==> config.mk <==
export PLATFORM = sky130hd
export DESIGN_NAME = fifo_param
export DESIGN_NICKNAME = d
export VERILOG_FILES = /design/src/rtl/fifo_pkg.sv /design/src/rtl/fifo_param_ns.sv /design/src/rtl/fifo_param.sv
export SDC_FILE = /design/constraint.sdc
export NUM_CORES = 1
export LEC_CHECK = 0
export CAP_MARGIN = 20
export CORE_ASPECT_RATIO = 0.5
export CORE_MARGIN = 2
export CORE_UTILIZATION = 63
export DETAILED_ROUTE_END_ITERATION = 10
export HOLD_SLACK_MARGIN = 0.05
export PLACE_DENSITY = 0.9
export RECOVER_POWER = 25
export SYNTH_ARGS = -nofsm -noshare
export SYNTH_HDL_FRONTEND = slang
export SYNTH_SLANG_ARGS = --single-unit
==> constraint.sdc <==
create_clock -name clk -period 14.34 [get_ports clk]
set_clock_uncertainty 0.15 [all_clocks]
set_input_delay 3.585 -clock clk [delete_from_list [all_inputs] [get_ports clk]]
set_output_delay 3.585 -clock clk [all_outputs]
set_load 0.05 [all_outputs]
==> src/rtl/fifo_pkg.sv <==
// fifo_pkg
// Shared definitions for the parametrised FIFO slice.
//   fifo_state_e : 3-bit FSM state encodings, also exported on the debug port
//   ptr_width()  : read/write pointer width for a given FIFO depth
package fifo_pkg;

  typedef enum logic [2:0] {
    INIT     = 3'b000,
    WRITE    = 3'b001,
    READ     = 3'b010,
    RDWR     = 3'b011,
    WR_ERROR = 3'b101,
    RD_ERROR = 3'b110,
    NO_OP    = 3'b111
  } fifo_state_e;

  // Clamp to one bit so a degenerate depth still yields a legal vector.
  function automatic int ptr_width(input int depth);
    return (depth > 1) ? $clog2(depth) : 1;
  endfunction

endpackage

==> src/rtl/fifo_param_ns.sv <==
// fifo_param_ns
// Combinational next-state and action decode for fifo_param.
// Inputs:
//   wr_en, rd_en : raw producer/consumer requests (X/Z counts as 0)
//   state        : current FSM state
//   full, empty  : occupancy flags of the current cycle
// Outputs:
//   next_state   : state to load on the next edge
//   do_wr, do_rd : memory write / read strobes for this edge
//   wr_ack, wr_err, rd_ack, rd_err : handshake values to register
module fifo_param_ns
  import fifo_pkg::*;
(
  input  logic        wr_en,
  input  logic        rd_en,
  input  fifo_state_e state,
  input  logic        full,
  input  logic        empty,
  output fifo_state_e next_state,
  output logic        do_wr,
  output logic        do_rd,
  output logic        wr_ack,
  output logic        wr_err,
  output logic        rd_ack,
  output logic        rd_err
);

  logic wr_req;
  logic rd_req;

  // Only a clean 1 counts as a request, so an undriven enable cannot
  // corrupt the pointers.
  assign wr_req = (wr_en === 1'b1);
  assign rd_req = (rd_en === 1'b1);

  always_comb begin
    next_state = state;
    do_wr      = 1'b0;
    do_rd      = 1'b0;
    wr_ack     = 1'b0;
    wr_err     = 1'b0;
    rd_ack     = 1'b0;
    rd_err     = 1'b0;

    unique case ({wr_req, rd_req})
      2'b00: begin
        next_state = (state == INIT) ? INIT : NO_OP;
      end
      2'b10: begin
        if (full) begin
          next_state = WR_ERROR;
          wr_err     = 1'b1;
        end else begin
          next_state = WRITE;
          do_wr      = 1'b1;
          wr_ack     = 1'b1;
        end
      end
      2'b01: begin
        if (empty) begin
          next_state = RD_ERROR;
          rd_err     = 1'b1;
        end else begin
          next_state = READ;
          do_rd      = 1'b1;
          rd_ack     = 1'b1;
        end
      end
      default: begin
        // No write-to-read bypass: on an empty FIFO only the write happens
        // and the read is reported as rejected.
        if (empty) begin
          next_state = WRITE;
          do_wr      = 1'b1;
          wr_ack     = 1'b1;
          rd_err     = 1'b1;
        end else begin
          next_state = RDWR;
          do_wr      = 1'b1;
          do_rd      = 1'b1;
          wr_ack     = 1'b1;
          rd_ack     = 1'b1;
        end
      end
    endcase
  end

endmodule

==> src/rtl/fifo_param.sv <==
// fifo_param
// Parametrised single-clock FIFO with registered handshakes and
// almost-full / almost-empty flags.
// Ports:
//   clk, reset_n        : rising-edge clock, asynchronous active-low reset
//   wr_en, d_in         : producer request and write data
//   rd_en, d_out        : consumer request and registered read data
//   full, empty         : occupancy == DEPTH / == 0
//   almost_full/empty   : occupancy >= AF_LEVEL / <= AE_LEVEL
//   wr_ack, wr_err      : write accepted / rejected on the previous edge
//   rd_ack, rd_err      : read performed / rejected on the previous edge
//   data_count          : occupancy 0..DEPTH
//   state               : current FSM state (debug)
module fifo_param
  import fifo_pkg::*;
#(
  parameter int DATA_WIDTH = 32,
  parameter int DEPTH      = 8,
  parameter int AF_LEVEL   = DEPTH - 2,
  parameter int AE_LEVEL   = 2
) (
  input  logic                    clk,
  input  logic                    reset_n,
  input  logic                    wr_en,
  input  logic                    rd_en,
  input  logic [DATA_WIDTH-1:0]   d_in,
  output logic [DATA_WIDTH-1:0]   d_out,
  output logic                    full,
  output logic                    empty,
  output logic                    almost_full,
  output logic                    almost_empty,
  output logic                    wr_ack,
  output logic                    wr_err,
  output logic                    rd_ack,
  output logic                    rd_err,
  output logic [$clog2(DEPTH):0]  data_count,
  output logic [2:0]              state
);

  localparam int PTR_W = ptr_width(DEPTH);
  localparam int CNT_W = $clog2(DEPTH) + 1;

  localparam logic [CNT_W-1:0] DEPTH_CNT = CNT_W'(DEPTH);
  localparam logic [CNT_W-1:0] AF_CNT    = CNT_W'(AF_LEVEL);
  localparam logic [CNT_W-1:0] AE_CNT    = CNT_W'(AE_LEVEL);

  logic [DATA_WIDTH-1:0] mem [DEPTH];
  logic [PTR_W-1:0]      wr_ptr;
  logic [PTR_W-1:0]      rd_ptr;
  fifo_state_e           state_q;
  fifo_state_e           next_state;
  logic                  do_wr;
  logic                  do_rd;
  logic                  wr_ack_d;
  logic                  wr_err_d;
  logic                  rd_ack_d;
  logic                  rd_err_d;

  assign full         = (data_count == DEPTH_CNT);
  assign empty        = (data_count == '0);
  assign almost_full  = (data_count >= AF_CNT);
  assign almost_empty = (data_count <= AE_CNT);
  assign state        = state_q;

  fifo_param_ns u_ns (
    .wr_en      (wr_en),
    .rd_en      (rd_en),
    .state      (state_q),
    .full       (full),
    .empty      (empty),
    .next_state (next_state),
    .do_wr      (do_wr),
    .do_rd      (do_rd),
    .wr_ack     (wr_ack_d),
    .wr_err     (wr_err_d),
    .rd_ack     (rd_ack_d),
    .rd_err     (rd_err_d)
  );

  // Storage is deliberately left out of reset; the pointers and count
  // alone define which entries are valid.
  always_ff @(posedge clk) begin
    if (do_wr) begin
      mem[wr_ptr] <= d_in;
    end
  end

  // Control registers. Pointers wrap by natural overflow since DEPTH is a
  // power of two. When full with a simultaneous read and write, rd_ptr and
  // wr_ptr alias: the non-blocking read returns the old word while the new
  // one lands in the same slot.
  always_ff @(posedge clk or negedge reset_n) begin
    if (!reset_n) begin
      state_q    <= INIT;
      wr_ptr     <= '0;
      rd_ptr     <= '0;
      data_count <= '0;
      d_out      <= '0;
      wr_ack     <= 1'b0;
      wr_err     <= 1'b0;
      rd_ack     <= 1'b0;
      rd_err     <= 1'b0;
    end else begin
      state_q <= next_state;
      wr_ack  <= wr_ack_d;
      wr_err  <= wr_err_d;
      rd_ack  <= rd_ack_d;
      rd_err  <= rd_err_d;

      if (do_wr) begin
        wr_ptr <= wr_ptr + PTR_W'(1);
      end

      if (do_rd) begin
        d_out  <= mem[rd_ptr];
        rd_ptr <= rd_ptr + PTR_W'(1);
      end

      unique case ({do_wr, do_rd})
        2'b10:   data_count <= data_count + CNT_W'(1);
        2'b01:   data_count <= data_count - CNT_W'(1);
        default: data_count <= data_count;
      endcase
    end
  end

endmodule

Yosys cells after proc, flatten, opt, wreduce, memory -nomap -nowiden
Memories as Yosys holds them, arrays and structs flattened. A register that Yosys moved wholly into a read port is not among the register bits.
Index checks and enable logic that the tools add are counted.
{"block": "totals", "register_bits": 17, "latchBits": 0, "ramBits": 256, "mem_bits_ro": 0, "inputBits": 36, "out_inout_bits": 47, "elab_cells": 45, "n_memories": 1}
{"name": "mem", "words": 8, "width": 32, "read_ports": 1, "rd_ports_with_merged_regs": 1, "write_ports": 1, "line": "fifo_param.sv:47", "rtl": "logic [DATA_WIDTH-1:0] mem [DEPTH];"}
{"block": "op_classes", "addsub": 4, "n_mul": 0, "div_mod_pow": 0, "order_cmp": 2, "n_eq_ne": 7, "n_shift": 0, "n_mux": 16, "bitwise": 0, "n_reduce_logical": 7}
{"op": "$mux 1", "count": 9}
{"op": "$mux 3", "count": 3}
{"op": "$pmux 3 s3", "count": 1}
{"op": "$pmux 4 s2", "count": 1}
{"op": "$add 3x1->3 const B", "count": 2}
{"op": "$add 4x1->4 const B", "count": 1}
{"op": "$eq 2x1->1 const B", "count": 2}
{"op": "$eq 2x2->1 const B", "count": 2}
{"op": "$eq 4x4->1 const B", "count": 1}
{"op": "$ge 4x3->1 const B", "count": 1}
{"op": "$le 4x2->1 const B", "count": 1}
{"op": "$logic_not 4->1", "count": 1}
{"op": "$reduce_or 2->1", "count": 2}
{"op": "$sub 4x1->4 const B", "count": 1}
{"op": "$logic_not 3->1", "count": 1}
{"op": "$eqx 1x1->1 const B", "count": 2}
{"op": "$logic_not 2->1", "count": 1}
{"op": "$mux 2", "count": 1}
{"op": "$pmux 1 s2", "count": 1}
{"op": "$reduce_bool 2->1", "count": 1}
{"op": "$logic_not 1->1", "count": 1}

Depth between registers and ports, before layout
{"block": "depth", "depth_word": 6, "depth_mapped": 11, "ltp_nobuf": 10}

Cells and area by module
Synthesis repeated with hierarchy kept, for this count alone.
{"block": "hier_totals", "hier_cells": 696, "hier_area_um2": 11895.2}
{"module": "fifo_param", "instances": 1, "cells_each": 682, "area_each_um2": 11793.8, "seq_area_each_um2": 8913.5}
{"module": "fifo_param_ns", "instances": 1, "cells_each": 14, "area_each_um2": 101.3, "seq_area_each_um2": 0.0}

Worst setup path before layout
OpenSTA, ideal clock, no wires.
{"block": "synth_timing", "path_type": "in2reg", "startpoint": "input rd_en", "endpoint": "memory mem[0][0], enable pin", "setup_time_ns": 0.501, "arrival_ns": 6.736, "required_time_ns": 13.689, "setup_slack_ns": 6.953, "path_stages": 2, "n_path_buf": 0, "path_cell_list": "o21ai_4 nor4_1"}
{"block": "synth_via", "elab_chain_cells": 6}
{"element": "from (decl)", "line": "fifo_param.sv:25", "rtl": "input logic rd_en,"}
{"element": "$eqx 1x1->1 (*)", "line": "fifo_param_ns.sv:34", "rtl": "assign rd_req = (rd_en === 1'b1);"}
{"element": "$eq 2x1->1 / $logic_not 2->1 (equally long branches)", "line": "fifo_param_ns.sv:45", "rtl": "unique case ({wr_req, rd_req})"}
{"element": "$reduce_or 2->1 (no source line)"}
{"element": "$pmux 1 s2 (*)", "line": "fifo_param_ns.sv:45"}
{"element": "$mux 1 (*)", "line": "fifo_param.sv:83", "rtl": "if (do_wr) begin"}
{"element": "$mux 1 (not written as such) (*)", "line": "fifo_param.sv:84", "rtl": "mem[wr_ptr] <= d_in;"}
{"element": "to (decl)", "line": "fifo_param.sv:47"}
Every way passes the cells marked *; elsewhere a longest branch is shown, timed or not.

Worst setup path after layout
{"block": "layout_timing", "startpoint": "input rd_en", "endpoint": "register data_count[2]"}
{"block": "layout_via", "elab_chain_cells": 6}
{"element": "$eqx 1x1->1 (*)", "line": "fifo_param_ns.sv:34"}
{"element": "$eq 2x2->1 / $logic_not 2->1 (equally long branches)", "line": "fifo_param_ns.sv:45"}
{"element": "$reduce_or 2->1 (no source line) (*)"}
{"element": "$mux 1 (*)"}
{"element": "via do_rd", "line": "fifo_param.sv:53", "rtl": "logic do_rd;"}
{"element": "$eq 2x1->1 / $eq 2x2->1 (equally long branches)", "line": "fifo_param.sv:119", "rtl": "unique case ({do_wr, do_rd})"}
{"element": "$pmux 4 s2 / $reduce_bool 2->1 (equally long branches)"}
{"element": "to (signal assigned)", "line": "fifo_param.sv:120", "rtl": "2'b10: data_count <= data_count + CNT_W'(1);"}
{"element": "to (signal assigned)", "line": "fifo_param.sv:121", "rtl": "2'b01: data_count <= data_count - CNT_W'(1);"}
{"element": "to (signal assigned)", "line": "fifo_param.sv:122", "rtl": "default: data_count <= data_count;"}
{"element": "to (decl)", "line": "fifo_param.sv:36", "rtl": "output logic [$clog2(DEPTH):0] data_count,"}
The timed path passes the listed nets; every way through them passes the cells marked *.
A chain may end at the register's enable or synchronous reset.

==> impl_metrics.json <==
{
  "status": "complete, but fails checks",
  "failed_checks": "max-capacitance violations, max-slew violations",
  "min_period_ns": 6.231,
  "synthCells": 663,
  "finalSetupViolations": 0,
  "holdWs_ns": 0.3359,
  "worst_setup_path_end_kind": "flip-flop",
  "grt_antenna_before_repair": 1,
  "mostFrequentLayoutCells": "256 x edfxtp_1, 65 x mux2_2, 64 x mux2i_1, 64 x clkdlybuf4s50_1, 48 x dfrtp_1",
  "critical_path_class": "in -> reg",
  "vias_per_cell": 6.408,
  "htree_num_levels": 1,
  "path_cells": "clkdlybuf4s50_1 > or2b_2 > buf_4 > inv_1 > ha_1 > xor2_1 > ha_1 > a21oi_1 > xor2_1 > nor2_1 > xor2_1",
  "worstSkewPairLatency_ns": 0.54,
  "synth_seq_cells": 305,
  "final_max_slew_viol_count": 50,
  "synth_nets": 704,
  "cp_num_buf_inv": 3,
  "fmax_ghz": 0.1605,
  "gp_congestion": 0.7396,
  "top_layer": "met4",
  "cts-resized-gates": 0,
  "dr_total_vias": 6472,
  "cp-startpoint": "rd_en",
  "rsz0062_at_grt": "no",
  "vdd_drop_max_uv": 125.4,
  "crit_required_ns": 14.60,
  "cp-endpoint": "data_count[2]",
  "p_leak_nw": 4.802,
  "r2r_start": "data_count[2]",
  "tightestPinTransition_ns": 2.858,
  "die_h_um": 100.6,
  "start_kind": "input pin",
  "cts_buffers": 26,
  "power.density_nw_per_um2": 219.8,
  "slew_headroom": -0.9055,
  "die-area_um2": 19840,
  "mostFrequentLayoutCell": "edfxtp_1",
  "finalHoldViolCount": 0,
  "hold_path_class": "reg -> reg",
  "fp.dieW_um": 197.2,
  "postCtsHoldBufs": 0,
  "ant_nets": 0,
  "cp.depth": 11,
  "cts_setup_buffers": 0,
  "ys_seq_area_frac": 0.7580,
  "worstRegToRegCells": 11,
  "remaining_drc_errors": 0,
  "grt_overflow_total": 0,
  "met3_length_mm": 1.815,
  "crit_arrival_ns": 6.49,
  "drive_gt1_frac": 0.1769,
  "wl_met2_mm": 12.64,
  "area_growth_pct": 16.61,
  "crit_fanout": 68,
  "crit_top_cell": "xor2_1",
  "yosysUniqueCellTypes": 43,
  "synth_area_um2": 11760,
  "fp.coreArea_um2": 18350,
  "grt_pass1_vias": 6581,
  "drtIter0Drc": 636,
  "cts_tree": "built",
  "r2r_slack_ns": 10.89,
  "critPathMaxStageDelay_ns": 0.60,
  "synth.avg_cell_area_um2": 17.74,
  "grt_pass1_wl_mm": 38.25,
  "fin_setup_tns_ns": 0,
  "yosysWarnings": 0,
  "nets": 790,
  "grt_max_degree": 73,
  "root_buffer": "clkbuf_16",
  "wl_per_cell_um": 24.93,
  "clockBufferDepth": 3,
  "wl_mm": 25.18,
  "cts.sinks": 305,
  "start_util": 0.6408,
  "groute.usage.overall": 0.2589,
  "top_level_ports": 83,
  "io_buffers": 82,
  "slowest_stage": "buf_4",
  "r2r_end": "data_count[2]",
  "num_rows": 35,
  "path_delay_family": "buffers and inverters",
  "firstDrtPassIters": 5,
  "drv_cap": 1,
  "path_clk_slew_ns": 0.07,
  "m1WireLength_mm": 9.984,
  "period_share": 0.4345,
  "dp_hpwl_mm": 13.19
}
## stage by stage
| step | power [W] | util | area, um^2 | cells | setup WS, ns |
|---|---|---|---|---|---|
| 2_1_floorplan | 0.001957 | - | 11760 | 663 | 6.953 |
| 3_3_place_gp | 0.002209 | 0.6982 | 12810 | 961 | 7.788 |
| 3_5_place_dp | 0.002255 | 0.6982 | 12810 | 961 | 7.600 |
| 4_1_cts | 0.003017 | 0.7474 | 13710 | 1009 | 8.115 |
| 5_1_grt | 0.003115 | 0.7473 | 13710 | 1010 | 7.393 |
| 6_report | 0.003014 | 0.7473 | 13710 | 1010 | 8.109 |
## registers in the layout (all words and copies together), names as in the netlist
name and count:
d_out 32, data_count 4, mem 256, rd_ack 1
rd_err 1, rd_ptr 3, state 3, wr_ack 1
wr_err 1, wr_ptr 3
## area by class of cell
class	count	area, um^2
multi-input combinational	317	2665
clock inverter	19	230.2
fill	942	4637
tap	240	300.3
sequential	305	8917
clock buffer	29	671.9
timing repair buffer	95	909.6
antenna	1	2.502
inverter	4	15.01
## routing by layer
layer / GRT usage / vias up
met5: 0 / -
met4: 0.09890 / 0
met3: 0.04550 / 70
met2: 0.4466 / 355
met1: 0.3364 / 3265
li1: - / 2782
## power by group
group	internal [W]	total, W	switching [W]
combinational	0.000378	0.00100	0.000623
sequential	0.00114	0.00127	0.000133
clock	0.000429	0.000743	0.000314
## worst register-to-register path, cell delays in order (launching register included)
cell and delay [ns]:
dfrtp_1 0.51, nor4_4 0.35, or2b_2 0.16, buf_4 0.60, inv_1 0.29, ha_1 0.34, xor2_1 0.17, ha_1 0.21
a21oi_1 0.19, xor2_1 0.16, nor2_1 0.06, xor2_1 0.14
## worst min-delay path by stage
stage	from	endpoint	slack (ns)	cells past startpoint
CTS	d_out[21]	d_out[21]	0.35	2
floorplan	rd_ptr[2]	rd_ptr[2]	0.36	1
detailed placement	d_out[1]	d_out[1]	0.33	2
finish	d_out[13]	d_out[13]	0.34	2
global placement	d_out[16]	d_out[16]	0.32	2
global route	d_out[21]	d_out[21]	0.37	2
## kinds of logic (layout without fill, tap and decap cells)
| kind of cell | after synthesis | after routing | synth area share |
|---|---|---|---|
| AO/OA/AOI/OAI | 105 | 105 | 0.06353 |
| XOR/XNOR | 9 | 9 | 0.006703 |
| adder cells (fa/ha/maj) | 5 | 5 | 0.005320 |
| buffers and inverters | 41 | 147 | 0.02107 |
| flip-flops | 305 | 305 | 0.7580 |
| multiplexers | 130 | 130 | 0.1177 |
| other | 0 | 1 | 0 |
| AND/OR/NAND/NOR | 68 | 68 | 0.02767 |
## cells in the mapped netlist (all sizes together)
master  instances  share of area
a221o          11         0.0094
dfrtp          49           0.10
nor3b           2         0.0013
clkbuf         14         0.0051
o221ai         21          0.016
o22ai          11         0.0059
mux2i          64          0.054
o21ai          34          0.015
a22oi          21          0.013
a31oi           1        0.00053
nor2            5         0.0016
mux2           66          0.063
nand2b          4         0.0021
or2             1        0.00053
a21oi           3         0.0013
nor3            8         0.0038
a211oi          1        0.00064
inv             4         0.0013
a211o           1        0.00074
xor2            5         0.0037
nand2          41          0.013
nor2b           1        0.00053
edfxtp        256           0.65
or2b            1        0.00064
nand3b          1        0.00064
nor4            3         0.0029
and2            1        0.00053
ha              5         0.0053
xnor2           4         0.0030
buf            23          0.015
a21o            1        0.00064
Note: power is estimated with default switching activity, not from simulation.
